File: src/rtl/keypad_scan_ctrl.sv
// keypad_scan_ctrl: 4x4 keypad row scanner with column synchronizer,
// press/release debounce and calculator key encoding.
// Optional build macro KEYPAD_AUTOREPEAT_EN: while a key stays held, re-pulse
// key_valid every REPEAT_FRAMES sample points (Clear and = never repeat).
module keypad_scan_ctrl #(
  parameter int unsigned SCAN_DIV      = 4,
  parameter int unsigned DEB_CNT       = 3,
  parameter int unsigned REPEAT_FRAMES = 8
) (
  input  logic       clk,
  input  logic       rst,
  input  logic [3:0] col_n,
  output logic [3:0] row_n,
  output logic [7:0] key_code,
  output logic       key_valid,
  output logic       key_held,
  output logic       multi_err
);

  localparam int unsigned DW = $clog2(SCAN_DIV);
  localparam logic [DW-1:0] DIV_LAST = DW'(SCAN_DIV - 1);
  localparam logic [3:0] DEB_LAST = 4'(DEB_CNT);

  if (SCAN_DIV < 2 || SCAN_DIV > 256 || DEB_CNT < 1 || DEB_CNT > 15 ||
      REPEAT_FRAMES < 1) begin : g_param_check
    $error("keypad_scan_ctrl: parameter out of range");
  end

  typedef enum logic [1:0] {SCAN, DEBOUNCE, HELD} state_t;

  state_t        state;
  logic [3:0]    col_m, col_s;
  logic [DW-1:0] div_cnt;
  logic [3:0]    stable_cnt, rel_cnt;
  logic [1:0]    key_row, key_col;
  logic [1:0]    row_idx, col_idx;
  logic [3:0]    col_low, row_rot;
  logic          sample, single_low, same_key;

`ifdef KEYPAD_AUTOREPEAT_EN
  localparam int unsigned RW = $clog2(REPEAT_FRAMES + 1);
  localparam logic [RW-1:0] REP_LAST = RW'(REPEAT_FRAMES);
  logic [RW-1:0] rep_cnt;
  logic          no_repeat;
  assign no_repeat = (key_code == 8'hE1) || (key_code == 8'hE0);
`endif

  function automatic logic [7:0] key_map(input logic [3:0] idx);
    case (idx)
      4'd0:    key_map = 8'h01;
      4'd1:    key_map = 8'h02;
      4'd2:    key_map = 8'h03;
      4'd3:    key_map = 8'hF0;
      4'd4:    key_map = 8'h04;
      4'd5:    key_map = 8'h05;
      4'd6:    key_map = 8'h06;
      4'd7:    key_map = 8'hF1;
      4'd8:    key_map = 8'h07;
      4'd9:    key_map = 8'h08;
      4'd10:   key_map = 8'h09;
      4'd11:   key_map = 8'hF2;
      4'd12:   key_map = 8'hE1;
      4'd13:   key_map = 8'h00;
      4'd14:   key_map = 8'hE0;
      default: key_map = 8'hF3;
    endcase
  endfunction

  // Two-flop synchronizer for the asynchronous column inputs
  always_ff @(posedge clk or negedge rst) begin
    if (!rst) begin
      col_m <= '1;
      col_s <= '1;
    end else begin
      col_m <= col_n;
      col_s <= col_m;
    end
  end

  // Row-period divider; its last count is the sample point
  always_ff @(posedge clk or negedge rst) begin
    if (!rst) begin
      div_cnt <= '0;
    end else if (div_cnt == DIV_LAST) begin
      div_cnt <= '0;
    end else begin
      div_cnt <= div_cnt + DW'(1);
    end
  end

  // Decode the synchronized columns and the currently driven row
  always_comb begin
    sample     = (div_cnt == DIV_LAST);
    col_low    = ~col_s;
    single_low = (col_low != 4'h0) && ((col_low & (col_low - 4'd1)) == 4'h0);
    same_key   = (col_low == (4'b0001 << key_col));
    row_rot    = {row_n[2:0], row_n[3]};
    col_idx    = 2'd0;
    if (col_low[1]) col_idx = 2'd1;
    if (col_low[2]) col_idx = 2'd2;
    if (col_low[3]) col_idx = 2'd3;
    row_idx = 2'd0;
    if (!row_n[1]) row_idx = 2'd1;
    if (!row_n[2]) row_idx = 2'd2;
    if (!row_n[3]) row_idx = 2'd3;
  end

  // Scan / debounce / held sequencer with registered outputs
  always_ff @(posedge clk or negedge rst) begin
    if (!rst) begin
      state      <= SCAN;
      row_n      <= 4'b1110;
      key_code   <= 8'hFF;
      key_valid  <= 1'b0;
      key_held   <= 1'b0;
      multi_err  <= 1'b0;
      stable_cnt <= '0;
      rel_cnt    <= '0;
      key_row    <= '0;
      key_col    <= '0;
`ifdef KEYPAD_AUTOREPEAT_EN
      rep_cnt    <= '0;
`endif
    end else begin
      key_valid <= 1'b0;
      multi_err <= 1'b0;
      if (sample) begin
        case (state)
          SCAN: begin
            if (col_s == 4'hF) begin
              row_n <= row_rot;
            end else if (single_low) begin
              key_row <= row_idx;
              key_col <= col_idx;
              if (DEB_CNT == 1) begin
                key_code  <= key_map({row_idx, col_idx});
                key_valid <= 1'b1;
                key_held  <= 1'b1;
                rel_cnt   <= '0;
                state     <= HELD;
              end else begin
                stable_cnt <= 4'd1;
                state      <= DEBOUNCE;
              end
            end else begin
              multi_err <= 1'b1;
              row_n     <= row_rot;
            end
          end
          DEBOUNCE: begin
            if (same_key) begin
              if (stable_cnt + 4'd1 == DEB_LAST) begin
                key_code   <= key_map({key_row, key_col});
                key_valid  <= 1'b1;
                key_held   <= 1'b1;
                stable_cnt <= '0;
                rel_cnt    <= '0;
                state      <= HELD;
              end else begin
                stable_cnt <= stable_cnt + 4'd1;
              end
            end else begin
              stable_cnt <= '0;
              row_n      <= row_rot;
              state      <= SCAN;
            end
          end
          HELD: begin
            if (col_s == 4'hF) begin
              if (rel_cnt + 4'd1 == DEB_LAST) begin
                key_held <= 1'b0;
                rel_cnt  <= '0;
                row_n    <= row_rot;
                state    <= SCAN;
              end else begin
                rel_cnt <= rel_cnt + 4'd1;
              end
`ifdef KEYPAD_AUTOREPEAT_EN
              rep_cnt <= '0;
`endif
            end else begin
              rel_cnt <= '0;
`ifdef KEYPAD_AUTOREPEAT_EN
              if (same_key && !no_repeat) begin
                if (rep_cnt + RW'(1) == REP_LAST) begin
                  key_valid <= 1'b1;
                  rep_cnt   <= '0;
                end else begin
                  rep_cnt <= rep_cnt + RW'(1);
                end
              end
`endif
            end
          end
          default: state <= SCAN;
        endcase
      end
    end
  end

endmodule

File: config.mk
export PLATFORM = sky130hd
export DESIGN_NAME = keypad_scan_ctrl
export DESIGN_NICKNAME = d
export VERILOG_FILES = /design/src/rtl/keypad_scan_ctrl.sv
export SDC_FILE = /design/constraint.sdc
export NUM_CORES = 1
export LEC_CHECK = 0
export ABC_CLOCK_PERIOD_IN_PS = 2600
export BUFFER_PORTS_ARGS = -buffer_cell sky130_fd_sc_hd__buf_2
export CORE_MARGIN = 10
export CORE_UTILIZATION = 58
export DETAILED_ROUTE_END_ITERATION = 8
export PLACE_DENSITY_LB_ADDON = 0.05
export SLEW_MARGIN = 20
export SYNTH_ARGS = -nofsm -noshare
export SYNTH_HDL_FRONTEND = slang
export SYNTH_SLANG_ARGS = --single-unit
File: constraint.sdc
create_clock -name clk -period 2.6 [get_ports clk]
set_clock_uncertainty 0.15 [all_clocks]
set_input_delay 0.26 -clock clk [delete_from_list [all_inputs] [get_ports clk]]
set_output_delay 0.26 -clock clk [all_outputs]
set_load 0.02 [all_outputs]
# == Word level (Yosys, flattened, before mapping) ==
# Memories as Yosys holds them, arrays and structs flattened. A register that Yosys moved wholly into a read port is not among the register bits.
# Cells that the tools add are included.
# totals
regBits,31
wordCells,95
ram_bits,0
latch_bits,0
in_bits,6
mem_count,1
output_inout_bits,15
rom_bits,128
# memory_table
memory,words,word_bits,rd,rd_ports_with_merged_regs,wr,line,rtl
(no name shown),16,8,1,1,0,49,case (idx)
# classes
eq_ne,16
order_cmp,0
n_mux,43
n_div,0
add_sub_neg,4
n_reduce_logical,15
shifts,1
n_mul,0
bitwise_logic,3
# ops
operator,n
2-to-1 mux 4 bit,13
2-to-1 mux 2 bit,11
AND reduction 6 bit,3
one-hot mux 4 bit (2 select lines),2
AND reduction 4 bit,4
2-to-1 mux 1 bit,14
"!= test 2 bit, second input constant",7
one-hot mux 4 bit (3 select lines),1
"adder 4 x 1 -> 4 bit, second input constant",2
"== test 4 x 2 -> 1 bit, second input constant",2
"!= test 3 bit, second input constant",2
one-hot mux 2 bit (3 select lines),1
bitwise AND 4 bit,1
"== test 2 bit, second input constant",2
== test 4 bit,1
"== test 4 bit, second input constant",1
zero test 4 bit,1
NOT 4 bit,1
nonzero test 2 bit,2
nonzero test 4 bit,1
"<< shifter 1 x 2 -> 4 bit, first input constant",1
"subtractor 4 x 1 -> 4 bit, second input constant",1
nonzero test 3 bit,1
"adder 2 x 1 -> 2 bit, second input constant",1
6 further kinds,6

# == Depth between registers and ports, before layout ==
# Gate-level depths: netlist (run 1).
# depth
ltp_word,9
ltp_mapped,8
depth_no_buf,7

# == Worst setup path after synthesis (run 1) ==
# OpenSTA, ideal clock, no wires.
# synth_timing
path_type,register -> register
startpoint,register stable_cnt[0]
endpoint,register rel_cnt[1]
path_buffers,0
stages_incl_launch_ff,7
setup_time_ns,0.127
path_slack_ns,0.358
arrival_ns,1.964
period_less_slack_ns,2.242
t_required_ns,2.323
cell_sequence,dfrtp_1 ha_1 or4b_1 o31ai_2 and4_4 a21o_2 mux2_1
# synth_between
elab_chain_len,4
# synth_rtl
element,line,rtl
start: declaration,34,"logic [3:0] stable_cnt, rel_cnt;"
start signal: assignment,160,stable_cnt <= stable_cnt + 4'd1;
adder 4 x 1 -> 4 bit,152,if (stable_cnt + 4'd1 == DEB_LAST) begin
== test 4 x 2 -> 1 bit,152,
!= test 2 bit (no line),n/a,
AND reduction 4 bit (no line),n/a,
end signal: assignment,176,rel_cnt <= rel_cnt + 4'd1;
end: declaration,34,
# No other way between the ends.
# A chain may end at the register's enable or synchronous reset.

# == Final worst setup path (run 1) ==
# layout_timing
startpoint,register key_col[0]
endpoint,register row_n[0]
# layout_between
elab_chain_len,4
# layout_rtl
element,line,rtl
start: declaration,35,"logic [1:0] key_row, key_col;"
start signal: assignment,134,key_col <= col_idx;
<< shifter 1 x 2 -> 4 bit,96,same_key = (col_low == (4'b0001 << key_col));
== test 4 bit,96,
!= test 2 bit (no line),n/a,
AND reduction 6 bit (no line),n/a,
end signal: assignment,131,row_n <= row_rot;
end signal: assignment,147,row_n <= row_rot;
end signal: assignment,164,row_n <= row_rot;
end: declaration,13,"output logic [3:0] row_n,"
# No other way between the ends.

==> results of run 1 <==
area by class of cell:
type                    count  area, um2
flip-flops and latches     37        947
multi-input cells         131        980
inverters                  11       41.3
clock inverters             2       37.5
clock buffers               6       51.3
fillers                   273       1080
repair buffers             27        165
well taps                  46       57.6
flip-flops by register name (all words and copies together) (netlist names):
signal      count
col_s           4
key_held        1
rel_cnt         4
key_row         2
col_m           4
multi_err       1
div_cnt         2
row_n           4
key_code        6
key_valid       1
state           2
key_col         2
stable_cnt      4
synthesized netlist by cell type, types with 3 or more instances:
cell type | instances | area share, %
or3_1 | 3 | 0.92
buf_2 | 5 | 1.2
o21ai_0 | 6 | 1.5
a21oi_1 | 10 | 2.4
a31oi_1 | 4 | 1.2
mux2i_1 | 3 | 1.5
nand3_1 | 7 | 1.7
buf_6 | 3 | 1.6
mux2_2 | 5 | 2.7
mux2_4 | 6 | 4.4
inv_1 | 11 | 2.0
nor2_1 | 11 | 2.0
nand2_1 | 13 | 2.4
ha_1 | 9 | 5.5
a211oi_1 | 4 | 1.5
nor3_1 | 5 | 1.2
dfstp_2 | 17 | 22
dfrtp_1 | 20 | 24
a2111oi_0 | 3 | 1.3
xor2_1 | 5 | 2.1
metrics by stage:
stage | hold WS, ns | util, % | std cells | cell area, um2
3_5_place_dp | 0.199 | 63.7 | 247 | 2140
4_1_cts | 0.215 | 67.8 | 260 | 2280
2_1_floorplan | -0.186 | - | 191 | 2050
5_1_grt | 0.219 | 67.8 | 260 | 2280
3_3_place_gp | 0.197 | 63.7 | 247 | 2140
6_report | 0.213 | 67.8 | 260 | 2280
what timing repair did:
item,in CTS,in global routing
resized for setup,0,0
hold endpoints to repair,24,0
hold buffers,5,0
cell usage in the layout (no fill, tap or decap), types with 7 or more instances in the layout:
master	count
nand3_1	7
inv_1	11
dfrtp_1	20
ha_1	9
buf_2	20
a21oi_1	10
dfstp_2	17
nor2_1	11
nand2_1	13
final timing paths:
kind	slack, ns	from	end
worst max-delay path	0.21	key_col[0]	row_n[0]
worst min-delay path	0.21	col_m[3]	col_s[3]
worst max register to register	0.21	key_col[0]	row_n[0]
worst min register to register	0.21	col_m[3]	col_s[3]
max in group asynchronous	1.45	rst	div_cnt[1]
min in group asynchronous	0.36	rst	rel_cnt[1]
critical path: stages, from the launching register on:
cell and delay (ns):
dfrtp_1 0.47, inv_1 0.09, ha_1 0.23, xor2_1 0.17
and4_1 0.23, a211oi_1 0.35, nand3_1 0.25, mux2_2 0.33
metal layers:
layer	part of all wire (%)	up-vias	global-route usage, %
li1	-	728	-
met5	0	-	0
met4	0.54	0	7.17
met1	45	693	14.0
met2	48	32	19.3
met3	5.7	3	3.72
kinds of logic after synthesis:
group,count (synthesis),synth area share [%]
and+or+nand+nor,54,13.9
AOI/OAI and AO/OA,46,16.3
DFF,37,46.2
buffers and inverters,23,5.98
muxes,15,9.16
adders and majority gates,9,5.49
xor gates and xnor gates,7,2.99
power groups by stage:
stage / clock network [mW] / logic (mW) / registers [mW]
2_1_floorplan: 0 / 0.325 / 0.688
5_1_grt: 0.453 / 0.415 / 0.736
3_5_place_dp: 0 / 0.365 / 0.733
6_report: 0.422 / 0.372 / 0.725
3_3_place_gp: 0 / 0.353 / 0.727
4_1_cts: 0.432 / 0.374 / 0.722
==> key figures, run 1 <==
Floorplanning
  • Placeable Area: 3360 um2
  • Width of the chip: 79.4 um
  • Cell Rows: 21
  • Initial Utilization: 60.9%
  • Die H: 79.4 um
  • Boundary Pins: 21
  • Die area: 6310 um2

Clock network
  • Root Buffer: clkbuf_4
  • Max H-tree Level: 2
  • Clock sink count: 37
  • Clk_lat worst skew: 0.35 ns
  • Post-CTS setup buffers: 0
  • Total CTS buffers: 5
  • Reg clk slew, reported paths: 0.12 ns
  • Clock tree from TritonCTS: done
  • CTS max path bufs: 2

Place
  • Port Buffers: 20
  • Pre-CTS worst setup slack: 0.230 ns
  • Hpwl dp: 2750 um
  • Gpl congestion: 0.797

Critical path
  • Worst r2r path cells: 7
  • CP Max Fanout: 7
  • Critical Path AT: 2.48 ns
  • CP Launch Type: flop
  • Data required, critical path: 2.69 ns
  • Crit. End Element: flop
  • WS Path Type: reg -> reg

Cells and area
  • Layout cells sized above 1: 29.9%
  • Nets@finish: 228
  • Area growth syn-to-layout: 11.2%
  • ANT cells: 0

Timing
  • RSZ-0062 raised after global routing: no
  • Max Freq: 418 MHz
  • Slew HR: 48.8%
  • Final-report hold violation count: 0
  • Slew Limit Fails: 0
  • Period utilization: 92.0%
  • Final setup viols: 0
  • Worst Setup Slack, final: 0.209 ns
  • Clock period minus worst slack: 2.39 ns
  • Setup_tns: 0 ns
  • Worst-margin pin slew: 0.768 ns

Global routing
  • Vias in the first global route: 1,378
  • GRT Util Overall: 12.1%
  • GR Overflow Total: 0
  • Largest net degree at the start of global routing: 38
  • First-pass GRT wire length: 6130 um
  • Initial antenna violation count: 0

Synth
  • Synthesized netlist cell count: 191
  • Distinct cells, synth: 50
  • Yosys warns: 0
  • Yosys reg bits: 37
  • Main synth FF type: dfrtp_1
  • Post-synth ARST share: 100%
  • Mapped cell area: 2050 um2
  • Syn Area/Cell: 10.7 um2
  • Post-synthesis sequential area ratio: 46.2%
  • Syn_nets: 206
  • EDFF count, synth: 0

Power
  • Total power: 1.52 mW
  • Switching share of power: 31.6%
  • LEAKAGE: 1.04 nW
  • Internal Power: 1.04 mW
  • Seq pwr share: 47.7%
  • Net load switching power: 480 uW
  • Combinational fraction of design power: 24.5%
  • Peak supply drop: 0.508 mV
  • Clock Power Share: 27.8%
  • Power Density: 666 nW/um2

Worst hold path
  • Hold Crit Class: reg -> reg
  • Hold Path Depth: 0

Detailed routing
  • Post-route ant nets: 0
  • Pre-antenna DRT Iters: 6
  • DR iter-0 viols: 64
  • Drt wl/cell: 14.3 um
  • Routed vias: 1,456
  • Post-Route WL: 3720 um
  • Via/cell ratio: 5.60
  • DRC viols: 0

Status
  • Status: completed

Run
  • Max_cap viols: 0
Power figures use the tool's default switching activity.
==> run 2: changes to the inputs <==
Settings changed: CORE_UTILIZATION 58 to 50.
==> run 2 against run 1 <==
Wire length up 3.8%; sequential power about the same; sequential cell count unchanged; critical endpoint is now rel_cnt[1]; total power down 2.6%; global-route usage down 0.53 points; setup slack worse by 0.014 ns; largest cell class unchanged.
==> key figures, run 2 (synthesis results as in run 1) <==
Run
  • Max_cap viols: 0 (unchanged)

Worst hold path
  • Min-Delay Startpoint: col_m[0]
  • Hold Crit Class: reg -> reg
  • Hold Path Sink: col_s[0]
  • Hold Path Depth: 0 (unchanged)

Detailed routing
  • Routed vias: 1,500 (+3.0%)
  • Drt wl/cell: 14.6 um (+2.3%)
  • Pre-antenna DRT Iters: 4 (-2)
  • DR iter-0 viols: 55 (-14%)
  • Via/cell ratio: 5.68 (+1.5%)
  • DRC viols: 0 (unchanged)
  • Post-route ant nets: 0 (unchanged)
  • Post-Route WL: 3870 um (+3.8%)

Clock network
  • Post-CTS Resized: 0 (unchanged)
  • Clock tree from TritonCTS: done
  • Root Buffer: clkbuf_8
  • Post-CTS setup buffers: 0 (unchanged)
  • CTS Hold Buffers Added: 5 (unchanged)
  • Clock sink count: 37 (unchanged)
  • Clk_lat worst skew: 0.29 ns (-0.06 ns)
  • Reg clk slew, reported paths: 0.07 ns (-0.05 ns)
  • Total CTS buffers: 5 (unchanged)
  • CTS max path bufs: 2 (unchanged)
  • Max H-tree Level: 2 (unchanged)

Cells and area
  • ANT cells: 0 (unchanged)
  • Area growth syn-to-layout: 11.2% (about the same)
  • Layout cells sized above 1: 29.4% (-0.47 points)
  • Post-route cell area: 2280 um2 (about the same)
  • FF+latch area: 947 um2 (unchanged)
  • Largest register FFs: 6 (unchanged)
  • Top reg by flops: key_code
  • FILL cells: 339 (+24%)
  • Multi-input logic area: 980 um2 (unchanged)
  • Nets@finish: 228 (unchanged)
  • Most frequent cells in the layout: dfrtp_1, buf_2, dfstp_2, nand2_1

Power
  • LEAKAGE: 1.04 nW (about the same)
  • Peak supply drop: 0.346 mV (-32%)
  • Power Density: 649 nW/um2 (-2.6%)

Timing
  • Clock period minus worst slack: 2.40 ns (+0.0137 ns)
  • RSZ-0062 raised after global routing: no
  • Slew Limit Fails: 0 (unchanged)
  • Slew HR: 46.8% (-2.0 points)
  • Final setup viols: 0 (unchanged)
  • Final-report hold violation count: 0 (unchanged)
  • Max Freq: 416 MHz (-0.57%)
  • Worst-margin pin slew: 0.798 ns (+0.0307 ns)
  • Setup_tns: 0 ns (unchanged)
  • Period utilization: 92.5% (+0.53 points)

Critical path
  • Crit. End Element: flop
  • WS Path Type: reg -> reg
  • Worst path top cell family by delay: simple AND/OR/NAND/NOR gates
  • Reg2reg setup slack: 0.20 ns (about the same)
  • Slowest cell on the critical path: or4b_1
  • Crit-path max cell delay: 0.55 ns (+0.08 ns)
  • CP Max Fanout: 6 (-1)
  • Crit path depth: 6 (-1)
  • Reg2reg start: stable_cnt[0]
  • CP Launch Type: flop
  • Data required, critical path: 2.62 ns (-0.07 ns)
  • Critical Path AT: 2.43 ns (-0.05 ns)
  • CP bufs+invs: 0 (-1)
  • Crit-path cells: ha_1, or4b_1, o31ai_2, and4_4, a21o_2, mux2_1
  • Reg2reg end: rel_cnt[1]
  • Worst r2r path cells: 6 (-1)

Floorplanning
  • Width of the chip: 84.0 um (+5.8%)
  • Cell Rows: 23 (+9.5%)
  • Boundary Pins: 21 (unchanged)
  • Die area: 7060 um2 (+12%)
  • Die H: 84.0 um (+5.8%)
  • Initial Utilization: 51.6% (-9.3 points)
  • Placeable Area: 3970 um2 (+18%)

Place
  • Port Buffers: 20 (unchanged)
  • Dpl cell area: 2150 um2 (+0.23%)
  • Hpwl dp: 2860 um (+3.9%)
  • Gpl congestion: 0.808 (+1.3%)

Global routing
  • First-pass GRT wire length: 7050 um (+15%)
  • Initial antenna violation count: 0 (unchanged)
  • GRT Util Overall: 11.6% (-0.53 points)
  • Vias in the first global route: 1,591 (+15%)
  • GR Overflow Total: 0 (unchanged)
  • Largest net degree at the start of global routing: 38 (unchanged)

Status
  • Status: completed
-- run 2: changes by cell type in the layout (fill, tap and decap cells not counted) --
cell	change
bufinv_16	-1
clkbuf_4	-5
clkbuf_8	+4
clkinvlp_4	-1
clkbuf_1	+1
clkinv_2	+2
-- run 2: metrics by stage --
step | util, % | hold WS [ns] | worst slack (ns) | cells | power (mW)
CTS | 57.4 | 0.207 | 0.188 | 264 | 1.50
global placement | 54.0 | 0.198 | 0.266 | 251 | 1.08
floorplan | - | -0.186 | 0.358 | 191 | 1.01
global route | 57.4 | 0.211 | 0.0512 | 264 | 1.58
detailed placement | 54.0 | 0.197 | 0.204 | 251 | 1.10
finish | 57.4 | 0.206 | 0.195 | 264 | 1.48
-- run 2: layout make-up --
class / instances / share of cell area, %
clock inverter: 2 / 0.439
timing repair buffer: 27 / 7.25
clock buffer: 6 / 3.19
inverter: 11 / 1.81
sequential: 37 / 41.6
multi-input combinational: 131 / 43.0
tap: 50 / 2.75
-- run 2: report_power, final --
group | leakage, nW | switching (mW) | internal (mW) | total (mW)
logic | 0.565 | 0.193 | 0.179 | 0.372
registers | 0.431 | 0.0932 | 0.632 | 0.725
clock network | 0.0450 | 0.196 | 0.186 | 0.382
-- run 2: per-layer routing --
layer | up-vias | GRT usage, % | part of all wire [%]
met5 | - | 0 | 0
met4 | 0 | 5.02 | 2.3
met3 | 10 | 3.61 | 5.8
met2 | 47 | 18.9 | 46
met1 | 709 | 13.6 | 46
li1 | 734 | - | -
-- run 2: worst max-delay path by stage --
stage / slack (ns) / start / endpoint
after global placement: 0.27 / stable_cnt[0] / rel_cnt[1]
after global routing: 0.05 / key_col[0] / row_n[0]
after floorplan: 0.36 / stable_cnt[0] / rel_cnt[1]
after detailed placement: 0.20 / stable_cnt[0] / rel_cnt[1]
after CTS: 0.19 / stable_cnt[0] / rel_cnt[1]
final: 0.20 / stable_cnt[0] / rel_cnt[1]
-- run 2: worst register-to-register path: cells and delay by family (launching register included) --
| kind | cells | cell delay, ns |
|---|---|---|
| AOI/OAI and AO/OA | 2 | 0.25 |
| DFF | 1 | 0.43 |
| and+or+nand+nor | 2 | 0.88 |
| adders and majority gates | 1 | 0.26 |
| muxes | 1 | 0.33 |
==> run 3: changes to the inputs <==
Settings changed: CORE_UTILIZATION 50 to 35.
==> run 3 against run 2 <==
Combinational power about the same; largest power group unchanged; via count is 2.3% lower; die area is 32% higher; highest routed layer is now met3; fmax is 0.89% lower; critical path type unchanged; final area grew 3.6%.
==> key figures, run 3 (synthesis results as in run 1) <==
Status
  • Status: completed

Cells and area
  • Top reg by flops: key_code
  • Share of the core filled with cells: 42.1% (-15 points)
  • FF+latch area: 947 um2 (unchanged)
  • FILL cells: 570 (+68%)
  • Area growth syn-to-layout: 15.1%
  • Layout cells sized above 1: 30.2% (+0.79 points)
  • Nets@finish: 229 (+0.44%)
  • ANT cells: 0 (unchanged)
  • Most frequent cells in the layout: dfrtp_1, buf_2, dfstp_2, nand2_1
  • Largest register FFs: 6 (unchanged)
  • Multi-input logic area: 980 um2 (unchanged)

Critical path
  • Reg2reg setup slack: 0.17 ns (-0.02 ns)
  • CP Launch Type: flop
  • Critical Path AT: 2.45 ns (+0.02 ns)
  • Slowest cell on the critical path: or4b_1
  • Crit. End Element: flop
  • CP bufs+invs: 0 (unchanged)
  • Worst path top cell family by delay: simple AND/OR/NAND/NOR gates
  • CP Max Fanout: 7 (+1)
  • Data required, critical path: 2.63 ns (about the same)
  • Crit-path cells: ha_1, or4b_1, o31ai_2, and4_4, a21o_2, mux2_1
  • Crit-path max cell delay: 0.55 ns (about the same)
  • WS Path Type: reg -> reg

Clock network
  • Clock tree from TritonCTS: done
  • Total CTS buffers: 5 (unchanged)
  • Clock sink count: 37 (unchanged)
  • Max H-tree Level: 2 (unchanged)
  • Post-CTS setup buffers: 0 (unchanged)
  • CTS max path bufs: 2 (unchanged)
  • Root Buffer: clkbuf_8
  • Reg clk slew, reported paths: 0.08 ns (about the same)
  • Clk_lat worst skew: 0.29 ns (about the same)
  • Post-CTS Resized: 0 (unchanged)

Power
  • Power Density: 697 nW/um2 (+7.3%)
  • Total power: 1.64 mW (+11%)
  • Peak supply drop: 0.349 mV (+0.77%)
  • LEAKAGE: 1.07 nW (+2.6%)

Floorplanning
  • Die area: 9320 um2 (+32%)
  • Cell Rows: 27 (+17%)
  • Width of the chip: 96.5 um (+15%)
  • Placeable Area: 5610 um2 (+41%)
  • Boundary Pins: 21 (unchanged)
  • Die H: 96.5 um (+15%)
  • Initial Utilization: 36.5% (-15 points)

Global routing
  • Largest net degree at the start of global routing: 38 (unchanged)
  • First-pass GRT wire length: 7380 um (+4.7%)
  • Vias in the first global route: 1,563 (-1.8%)
  • Initial antenna violation count: 0 (unchanged)
  • GR Overflow Total: 0 (unchanged)
  • GRT Util Overall: 9.85% (-1.8 points)

Detailed routing
  • Pre-antenna DRT Iters: 5 (+1)
  • Drt wl/cell: 14.3 um (-2.6%)
  • Post-Route WL: 4090 um (+5.9%)
  • Post-route ant nets: 0 (unchanged)
  • DRC viols: 0 (unchanged)
  • DR iter-0 viols: 44 (-20%)
  • Routed vias: 1,466 (-2.3%)
  • Via/cell ratio: 5.11 (-10%)

Timing
  • Slew Limit Fails: 0 (unchanged)
  • Slew HR: 45.8% (-1.0 points)
  • RSZ-0062 raised after global routing: no
  • Period utilization: 93.3% (+0.83 points)
  • Setup_tns: 0 ns (unchanged)
  • Max Freq: 412 MHz (-0.89%)
  • Final setup viols: 0 (unchanged)
  • Min Hold Slack: 0.207 ns (+0.000674 ns)
  • Final-report hold violation count: 0 (unchanged)
  • Worst-margin pin slew: 0.813 ns (+0.0150 ns)
  • Clock period minus worst slack: 2.43 ns (+0.0215 ns)

Worst hold path
  • Hold Crit Class: reg -> reg

Place
  • Hpwl dp: 3010 um (+5.2%)
  • Port Buffers: 20 (unchanged)
  • Gpl congestion: 0.850 (+5.2%)

Run
  • Max_cap viols: 0 (unchanged)
run 3: routing by layer:
layer  routed length [um]  vias to the layer above  global-route usage (%)
li1                     -                      734                       -
met1                 1960                      707                    12.4
met2                 1920                       25                    15.9
met3                  216                        0                    2.85
met4                    0                        0                    2.91
met5                    0                        -                       0
run 3: worst register-to-register path, delay by kind of cell, from the launching register on:
kind | cells | cell delay, ns
AO/OA/AOI/OAI | 2 | 0.27
adder cells (fa/ha/maj) | 1 | 0.26
flip-flops | 1 | 0.43
multiplexers | 1 | 0.31
AND/OR/NAND/NOR | 2 | 0.90
run 3: worst paths after layout:
| path | startpoint | cells past startpoint | end |
|---|---|---|---|
| setup / recovery | stable_cnt[0] | 6 | rel_cnt[1] |
| hold / removal | col_m[2] | 0 | col_s[2] |
| setup reg to reg | stable_cnt[0] | 6 | rel_cnt[1] |
| hold reg to reg | col_m[2] | 0 | col_s[2] |
| max in group asynchronous | rst | 2 | row_n[0] |
| min in group asynchronous | rst | 2 | rel_cnt[0] |
run 3: through the flow:
step | instance area (um2) | std cells | setup slack (ns)
floorplan | 2050 | 191 | 0.358
global placement | 2180 | 274 | 0.242
detailed placement | 2180 | 274 | 0.158
CTS | 2360 | 287 | 0.157
global route | 2360 | 287 | 0.0336
finish | 2360 | 287 | 0.174
run 3: area by class of cell:
type | count | share of cell area [%]
Inverter | 11 | 1.75
Clock inverter | 2 | 1.48
Clock buffer | 6 | 3.98
Multi-Input combinational cell | 131 | 41.5
Timing Repair Buffer | 28 | 7.32
Sequential cell | 37 | 40.1
Tap cell | 72 | 3.82
run 3: repair_timing:
action,in CTS,in global routing
endpoints found under the setup margin,0,0
hold buffers,5,0
endpoints found under the hold margin,24,0
run 3: power by group:
part	total (mW)	internal, mW	switching (mW)
Clock	0.551	0.342	0.209
Combinational	0.370	0.180	0.191
Sequential	0.722	0.632	0.0905
Total	1.64	1.15	0.490
